==> src/rtl/sum_squares_seq.sv <==
// Sequential sum-of-squares accumulator: K unsigned W-bit samples are squared and summed into an
// N-bit result that saturates at 2^N-1, with a sticky saturation flag and a result-valid strobe.
module sum_squares_seq #(
    parameter int W = 4,
    parameter int K = 4,
    parameter int N = 8
) (
    input  logic         clk,
    input  logic         rst,
    input  logic         start,
    input  logic         in_valid,
    input  logic [W-1:0] in_data,
    output logic         in_ready,
    output logic [N-1:0] O,
    output logic         sat,
    output logic         ready
);

    localparam int CW = (K > 1) ? $clog2(K) : 1;
    // The adder is one bit wider than the larger of the accumulator and the square, so no carry is lost
    localparam int SW = ((2 * W > N) ? 2 * W : N) + 1;

    typedef enum logic [1:0] {
        IDLE  = 2'b00,
        CLEAR = 2'b01,
        ACC   = 2'b10,
        DONE  = 2'b11
    } state_t;

    state_t          state_q;
    logic [N-1:0]    acc_q;
    logic            sat_int_q;
    logic [CW-1:0]   count_q;

    logic [2*W-1:0]  din_ext;
    logic [2*W-1:0]  sq;
    logic [SW-1:0]   sum_d;
    logic            ovf_d;
    logic [N-1:0]    acc_d;

    always_comb begin
        din_ext  = {{W{1'b0}}, in_data};
        sq       = din_ext * din_ext;
        sum_d    = SW'(acc_q) + SW'(sq);
        ovf_d    = |sum_d[SW-1:N];
        acc_d    = ovf_d ? '1 : sum_d[N-1:0];
        in_ready = (state_q == ACC);
    end

    always_ff @(posedge clk) begin
        if (rst) begin
            state_q   <= IDLE;
            acc_q     <= '0;
            sat_int_q <= 1'b0;
            count_q   <= '0;
            O         <= '0;
            sat       <= 1'b0;
            ready     <= 1'b0;
        end else begin
            case (state_q)
                IDLE: begin
                    if (start) state_q <= CLEAR;
                end
                CLEAR: begin
                    ready     <= 1'b0;
                    acc_q     <= '0;
                    sat_int_q <= 1'b0;
                    count_q   <= '0;
                    state_q   <= ACC;
                end
                ACC: begin
                    if (in_valid) begin
                        acc_q     <= acc_d;
                        sat_int_q <= sat_int_q | ovf_d;
                        count_q   <= count_q + CW'(1);
                        if (count_q == CW'(K - 1)) state_q <= DONE;
                    end
                end
                DONE: begin
                    O       <= acc_q;
                    sat     <= sat_int_q;
                    ready   <= 1'b1;
                    state_q <= IDLE;
                end
                default: state_q <= IDLE;
            endcase
        end
    end

endmodule

==> config.mk <==
export PLATFORM = sky130hd
export DESIGN_NAME = sum_squares_seq
export DESIGN_NICKNAME = d
export VERILOG_FILES = /design/src/rtl/sum_squares_seq.sv
export SDC_FILE = /design/constraint.sdc
export NUM_CORES = 1
export LEC_CHECK = 0
export BUFFER_PORTS_ARGS = -buffer_cell sky130_fd_sc_hd__buf_4
export CELL_PAD_IN_SITES_DETAIL_PLACEMENT = 2
export CELL_PAD_IN_SITES_GLOBAL_PLACEMENT = 2
export CORE_MARGIN = 5
export CORE_UTILIZATION = 33
export CTS_BUF_LIST = sky130_fd_sc_hd__clkbuf_4 sky130_fd_sc_hd__clkbuf_8
export DETAILED_ROUTE_END_ITERATION = 16
export PLACE_DENSITY_LB_ADDON = 0.1
export SYNTH_ARGS = -nofsm -noshare
export SYNTH_HDL_FRONTEND = slang
export SYNTH_SLANG_ARGS = --single-unit
==> constraint.sdc <==
create_clock -name clk -period 2.5 [get_ports clk]
set_clock_uncertainty 0.1 [all_clocks]
set_input_delay 0.25 -clock clk [delete_from_list [all_inputs] [get_ports clk]]
set_output_delay 0.25 -clock clk [all_outputs]
set_load 0.05 [all_outputs]
==> results of run 1 <==
cell usage in the layout, fill, tap and decap left out, types with 2 or more instances in the layout:
master    count
xor2_1        2
nand4_1       2
a211oi_1      3
nand2_1       5
ha_1         14
nor3_1        2
ha_4          2
fa_1          3
nand3_1       4
nand2b_1      3
and2_1        4
a21o_1        4
nor2_1       17
inv_1        10
nor2b_1       4
dfxtp_1      22
xnor2_1       2
mux2i_1      10
clkbuf_8      3
buf_4        29
a21oi_1      15
a311oi_2      3
critical path: stages, from the launching register on:
cell      delay (ns)
dfxtp_1         0.36
fa_1            0.50
ha_1            0.23
and3_1          0.20
or3_4           0.39
o211ai_4        0.33
a41oi_2         0.17
synth_stat cells (2+ instances only):
cell,count
ha_1,16
nand4_1,2
fa_1,3
nor2_1,17
buf_2,2
nand3_1,4
nand2b_1,3
a31oi_1,2
and2_1,4
mux2i_1,10
a211oi_1,3
inv_1,10
dfxtp_1,23
clkbuf_1,4
xor2_1,2
xnor2_1,2
a21o_1,4
a311oi_1,4
nand2_1,5
nor3_1,2
a21oi_1,16
nor2b_1,4
registers in the layout, indices dropped and copies added, names as in the netlist:
signal and cells:
state_q 2, ready 1, sat 1, acc_q 8
count_q 2, sat_int_q 1, O 8
power groups by stage:
stage               sequential (mW)  clock (mW)  combinational (mW)
finish                        0.462       0.244               0.615
global route                  0.471       0.266               0.680
CTS                           0.464       0.250               0.576
detailed placement            0.472           0               0.563
global placement              0.465           0               0.526
floorplan                     0.467           0               0.379
kinds of logic after synthesis:
kind of cell	Yosys count	synth area share (%)
compound gates	38	18.9
fa+ha+maj	19	18.5
flops	23	32.7
mux	10	7.10
simple gates	45	16.0
buf+inv	16	4.44
xor+xnor	4	2.48
stage by stage:
step | worst slack, ns | hold slack, ns | area (um^2) | utilization, % | cells
after floorplan | 0.147 | 0.222 | 1410 | - | 155
after CTS | 0.00837 | 0.226 | 1720 | 42.4 | 231
final | 0.0763 | 0.234 | 1780 | 43.9 | 232
after global placement | -0.0455 | 0.347 | 1660 | 40.9 | 227
after detailed placement | -0.139 | 0.379 | 1660 | 40.9 | 227
after global routing | -0.0265 | 0.242 | 1780 | 43.9 | 232
worst max path at each step:
stage	endpoint	slack, ns	depth (start not counted)
after floorplan	acc_q[7]	0.15	8
after global placement	acc_q[7]	-0.05	9
after detailed placement	acc_q[7]	-0.14	9
after CTS	acc_q[7]	0.008	8
after global routing	acc_q[2]	-0.03	9
final	acc_q[7]	0.08	6
layout make-up:
type	instances	area, um^2	share of cell area [%]
Multi-Input combinational cell	116	955	53.5
Sequential cell	23	462	25.9
Timing Repair Buffer	29	218	12.2
Tap cell	50	62.6	3.51
Clock buffer	4	48.8	2.74
Inverter	10	37.5	2.11
repair_timing:
item,4_1_cts,5_1_grt
setup endpoints to repair,2,9
pin swaps,0,5
gates resized for setup,4,7
setup buffers,0,1
metal layers:
layer	up-vias	global-route usage, %	wire (um)
li1	604	-	-
met1	636	17.6	1760
met2	14	28.1	2260
met3	0	3.69	137
met4	0	1.94	0
met5	-	0	0
==> flow_summary.json, run 1 <==
{
  "status": "finished clean",
  "crit_required_ns": 2.53,
  "gr-usage-all-layers_pct": 15.0,
  "htree_levels": 1,
  "area_growth_syn_to_layout_pct": 26.4,
  "rows": 23,
  "power.total_mw": 1.32,
  "crit_fanout": 8,
  "worstRegToRegCells": 6,
  "detail-route-antenna-nets": 0,
  "holdPathStages": 2,
  "reg2reg_to": "acc_q[7]",
  "fin_setup_tns_ns": 0,
  "clkSinkCount": 23,
  "p_seq_share_pct": 35.0,
  "drv_cap": 0,
  "yosys.area.top_type": "dfxtp_1",
  "drive_above_1_share_pct": 25.3,
  "finalMaxSlewViolations": 0,
  "whs_endpoint": "O[3]",
  "grt_pass1_vias": 1391,
  "cts_tree": "built",
  "ys_seq_elements": 23,
  "clk_latency_ns": 0.27,
  "worst-setup-path-type": "reg -> reg",
  "gr-total-overflow": 0,
  "synth_cell_type_count": 35,
  "grt_pass1_wl_um": 6490,
  "fmax_ghz": 0.413,
  "holdCritPathClass": "in -> reg",
  "p_sw_uw": 526,
  "cts_buffers": 3,
  "netSwitchingFraction_pct": 39.9,
  "min_period_ns": 2.42,
  "syn_inst": 155,
  "gp_congestion": 0.869,
  "cts.clk_slew.worst_paths_ns": 0.08,
  "p_per_area_nw_per_um2": 741,
  "die_w_um": 75.4,
  "setup_viol": 0,
  "drtPass1Iterations": 2,
  "clockPowerShare_pct": 18.5,
  "worst_slew_pin_slew_ns": 0.627,
  "startpoint_type": "flip-flop",
  "ys_top_cells_by_area": "dfxtp_1 33%, ha_1 14%, mux2i_1 7.1%",
  "cp-end-kind": "flip-flop",
  "cts_root_buf": "clkbuf_8",
  "period_share_pct": 96.9,
  "hpwl_um": 3200,
  "portBuffers": 18,
  "avgSynthCellArea_um2": 9.10,
  "critPathLaunch": "acc_q[5]",
  "grt_max_degree": 24,
  "r2r_slack_ns": 0.08,
  "nFillCells": 475,
  "r2r_start": "acc_q[5]",
  "vdd_drop_max_uv": 336,
  "nets": 210,
  "synth.top_cell.area_share_pct": 32.7,
  "antenna_found_initial": 0,
  "hold_start": "rst",
  "cp.arrival_ns": 2.45,
  "synth_async_sr_flop_share_pct": 0,
  "ys_warn_count": 0,
  "final-hold-violation-count": 0,
  "ys_seq_area_share_pct": 32.7,
  "num_io_pins": 19,
  "n_antenna_cell": 0,
  "drc": 0,
  "core-area_um2": 4060,
  "combPwrFrac_pct": 46.5,
  "die_h_um": 75.4,
  "drt-initial-drc-count": 30,
  "ys.flop_type": "dfxtp_1",
  "slew_headroom_pct": 58.2,
  "vias_per_cell": 5.41,
  "synth_edf_count": 0,
  "post_drt_wl_per_cell_um": 17.9,
  "synth_area_um2": 1410,
  "hold_buffers": 0,
  "start_util_pct": 34.8,
  "die-area_um2": 5680,
  "p_int_uw": 794,
  "vias": 1254,
  "p_leak_nw": 0.762,
  "syn-num-nets": 182,
  "wl_um": 4150,
  "clk_path_buf_depth": 2
}
No activity file was read; power rests on OpenSTA's default activity.
==> run 2: changes to the inputs <==
--- a/config.mk
+++ b/config.mk
@@ -14,4 +14,5 @@
 export DETAILED_ROUTE_END_ITERATION = 16
 export PLACE_DENSITY_LB_ADDON = 0.1
+export SKIP_CTS_REPAIR_TIMING = 1
 export SYNTH_ARGS = -nofsm -noshare
 export SYNTH_HDL_FRONTEND = slang
==> constraint.sdc (replaced) <==
create_clock -name clk -period 2.5 [get_ports clk]
set_clock_uncertainty 0.1 [all_clocks]
set_input_delay 0.25 -clock clk [delete_from_list [all_inputs] [get_ports clk]]
set_output_delay 0.25 -clock clk [all_outputs]
set_load 0.01 [all_outputs]
==> flow_summary.json, run 2 (synthesized netlist as in run 1, its figures left out) <==
{
  "status": "finished clean",
  "min_period_ns": 2.43,
  "r2r_start": "acc_q[5]",
  "grt_pass1_vias": 1392,
  "fmax_ghz": 0.411,
  "max_stage_delay_ns": 0.50,
  "whs_ns": 0.237,
  "wl_um": 4210,
  "cts_tree": "built",
  "die-area_um2": 5680,
  "power.total_mw": 1.29,
  "post_drt_wl_per_cell_um": 18.1,
  "drtPass1Iterations": 4,
  "layout_common_cells": "30 x buf_4, 22 x dfxtp_1, 17 x nor2_1",
  "gr-total-overflow": 0,
  "rows": 23,
  "crit_required_ns": 2.53,
  "grt_max_degree": 24,
  "gr-usage-all-layers_pct": 14.9,
  "slew_headroom_pct": 57.6,
  "nets": 211,
  "n_antenna_cell": 0,
  "dp_slack_ns": -0.139,
  "grt_pass1_wl_um": 6470,
  "crit_fanout": 8,
  "p_leak_nw": 0.767,
  "worst-setup-path-type": "reg -> reg",
  "worst-path-buf-inv": 0,
  "cp.arrival_ns": 2.46,
  "largestRegisters": "O: 8 flops, acc_q: 8 flops",
  "htree_levels": 1,
  "drc": 0,
  "vias_per_cell": 5.44,
  "drt-initial-drc-count": 32,
  "hpwl_um": 3200,
  "cts.clk_slew.worst_paths_ns": 0.08,
  "startpoint_type": "flip-flop",
  "area_growth_syn_to_layout_pct": 27.0,
  "cts_root_buf": "clkbuf_8",
  "p_per_area_nw_per_um2": 722,
  "die_w_um": 75.4,
  "holdCritPathClass": "in -> reg",
  "period_share_pct": 97.2,
  "nFillCells": 476,
  "start_util_pct": 34.8,
  "core-area_um2": 4060,
  "detail-route-antenna-nets": 0,
  "clk_path_buf_depth": 2,
  "clk_latency_ns": 0.26,
  "vias": 1268,
  "cp_cell_sequence": "fa_1 -> ha_1 -> and3_1 -> or3_4 -> o211ai_4 -> a41oi_2",
  "setup_viol": 0,
  "antenna_found_initial": 0,
  "cts_buffers": 3,
  "gp_congestion": 0.869,
  "num_io_pins": 19,
  "hold_start": "rst",
  "drive_above_1_share_pct": 25.7,
  "worst_slack_ns": 0.0691,
  "finalMaxSlewViolations": 0,
  "cpMaxStageDelayCell": "fa_1",
  "final_common_cell": "buf_4",
  "final-hold-violation-count": 0,
  "clkSinkCount": 23,
  "final_util_pct": 44.1,
  "worst_slew_pin_slew_ns": 0.636,
  "drv_cap": 0,
  "die_h_um": 75.4,
  "crit_family": "adder cells",
  "portBuffers": 18,
  "cp-end-kind": "flip-flop",
  "vdd_drop_max_uv": 338,
  "critPathLaunch": "acc_q[5]"
}
-- run 2: cell types whose count changed in the layout (fill, tap and decap cells not counted), sizes merged --
cell,before,now
buf,29,30
-- run 2: stage by stage --
step	cells	cell area (um^2)	TNS [ns]
6_report	233	1790	0
5_1_grt	233	1790	-0.0797
4_1_cts	231	1710	-0.154
3_5_place_dp	227	1660	-0.524
3_3_place_gp	227	1660	-0.0533
2_1_floorplan	155	1410	0
-- run 2: worst paths after layout --
kind         slack (ns)  cells after the start   endpoint
max                0.07                      6   acc_q[7]
min                0.24                      2       O[3]
max reg2reg        0.07                      6   acc_q[7]
min reg2reg        0.39                      2  sat_int_q
-- run 2: area by class of cell --
class | count | area (um^2) | share of cell area, %
well taps | 50 | 62.6 | 3.49
flip-flops and latches | 23 | 462 | 25.8
inverters | 10 | 37.5 | 2.10
repair buffers | 30 | 225 | 12.6
clock buffers | 4 | 48.8 | 2.73
multi-input cells | 116 | 955 | 53.3
-- run 2: power breakdown --
part / internal (mW) / leakage, nW / switching (mW)
Sequential: 0.415 / 0.187 / 0.0477
Combinational: 0.256 / 0.554 / 0.331
Clock: 0.125 / 0.0262 / 0.119
Total: 0.795 / 0.767 / 0.497
-- run 2: per-layer routing --
layer	vias up	track usage [%]	part of all wire, %
li1	605	-	-
met1	647	17.5	42
met2	14	28.1	55
met3	2	3.69	3.1
met4	0	1.94	0.21
met5	-	0	0
-- run 2: worst reg2reg max path: stages, from the launching register on --
cell      delay, ns
dfxtp_1        0.36
fa_1           0.50
ha_1           0.24
and3_1         0.20
or3_4          0.39
o211ai_4       0.34
a41oi_2        0.17
==> run 3: changes to the inputs <==
Settings changed: REMOVE_ABC_BUFFERS set to 1.
==> flow_summary.json, run 3 (synthesized netlist as in run 1, its figures left out) <==
{
  "worst-setup-path-type": "reg -> reg",
  "period_share_pct": 97.1,
  "crit_required_ns": 2.52,
  "holdPathStages": 2,
  "cts_tree": "built",
  "max_stage_delay_ns": 0.48,
  "cp-end-kind": "flip-flop",
  "antenna_found_initial": 0,
  "area_growth_syn_to_layout_pct": 29.3,
  "nets": 215,
  "clkSinkCount": 23,
  "cpMaxStageDelayCell": "fa_1",
  "drt-initial-drc-count": 40,
  "worstRegToRegCells": 6,
  "hpwl_um": 3290,
  "holdCritPathClass": "in -> reg",
  "post_drt_wl_per_cell_um": 17.9,
  "die_w_um": 75.4,
  "r2r_slack_ns": 0.07,
  "worst_slew_pin_slew_ns": 0.598,
  "power.total_mw": 1.31,
  "layout.cells.non_filler": 237,
  "n_antenna_cell": 0,
  "clk_path_buf_depth": 2,
  "gr-total-overflow": 0,
  "whs_ns": 0.219,
  "rsz0062_at_grt": "yes",
  "dp_slack_ns": -0.340,
  "p_per_area_nw_per_um2": 721,
  "min_period_ns": 2.43,
  "clk_latency_ns": 0.27,
  "grt_pass1_vias": 1393,
  "dp.cells": 231,
  "drv_cap": 0,
  "drtPass1Iterations": 4,
  "final-hold-violation-count": 0,
  "layout_common_cells": "34 x buf_4, 20 x dfxtp_1, 17 x nor2_1",
  "cp.arrival_ns": 2.45,
  "whs_endpoint": "ready",
  "final_common_cell": "buf_4",
  "portBuffers": 18,
  "setup_viol": 0,
  "p_leak_nw": 0.791,
  "grt_pass1_wl_um": 6840,
  "cts_buffers": 3,
  "crit_fanout": 8,
  "htree_levels": 1,
  "vias": 1239,
  "fin_setup_tns_ns": 0,
  "core-area_um2": 4060,
  "die-area_um2": 5680,
  "hold_start": "rst",
  "die_h_um": 75.4,
  "wl_um": 4240,
  "worst-path-buf-inv": 0,
  "start_util_pct": 34.8,
  "reg2reg_to": "acc_q[7]",
  "crit_family": "adder cells",
  "startpoint_type": "flip-flop",
  "fmax_ghz": 0.412,
  "gr-usage-all-layers_pct": 15.9,
  "status": "finished clean",
  "r2r_start": "acc_q[5]",
  "final_util_pct": 44.9,
  "vias_per_cell": 5.23,
  "num_io_pins": 19,
  "worst_slack_ns": 0.0724,
  "detail-route-antenna-nets": 0,
  "design_area_um2": 1820,
  "rows": 23,
  "place_area_um2": 1690,
  "cts.clk_slew.worst_paths_ns": 0.09,
  "cts_root_buf": "clkbuf_8",
  "drc": 0,
  "largestRegisters": "O: 8 flops, acc_q: 8 flops",
  "slew_headroom_pct": 60.2,
  "drive_above_1_share_pct": 27.3,
  "finalMaxSlewViolations": 0,
  "gp_congestion": 0.765,
  "cp_cell_sequence": "fa_1 -> ha_1 -> and3_1 -> or3_4 -> o211ai_4 -> a41oi_1",
  "vdd_drop_max_uv": 310,
  "grt_max_degree": 24
}
run 3: worst max path at each step:
stage | cells past startpoint | start | endpoint | slack (ns)
detailed placement | 9 | in_data[1] | acc_q[7] | -0.34
floorplan | 8 | acc_q[3] | acc_q[7] | 0.15
global placement | 9 | in_data[1] | acc_q[7] | -0.10
global route | 9 | acc_q[3] | acc_q[3] | -0.04
CTS | 8 | acc_q[3] | acc_q[7] | -0.23
finish | 6 | acc_q[5] | acc_q[7] | 0.07
run 3: routing by layer:
metal | global-route usage (%) | share of wire (%) | vias to the layer above
met5 | 0 | 0 | -
met4 | 2.52 | 0.90 | 0
met3 | 3.30 | 3.0 | 4
met2 | 30.3 | 52 | 15
met1 | 18.4 | 44 | 601
li1 | - | - | 619
run 3: worst reg2reg max path: cells and delay by family, from the launching register on:
kind	cells	cell delay, ns
flops	1	0.36
simple gates	2	0.60
compound gates	2	0.50
fa+ha+maj	2	0.72
run 3: area by class of cell:
| type | count | area (um^2) |
|---|---|---|
| clock buffers | 4 | 48.8 |
| fillers | 455 | 2230 |
| inverters | 10 | 37.5 |
| multi-input cells | 116 | 955 |
| flip-flops and latches | 23 | 464 |
| well taps | 50 | 62.6 |
| repair buffers | 34 | 255 |
run 3: power breakdown:
group	internal, mW	leakage, nW	total (mW)	switching [mW]
logic	0.271	0.577	0.605	0.334
registers	0.416	0.188	0.462	0.0457
clock network	0.125	0.0262	0.247	0.122
total	0.812	0.791	1.31	0.502
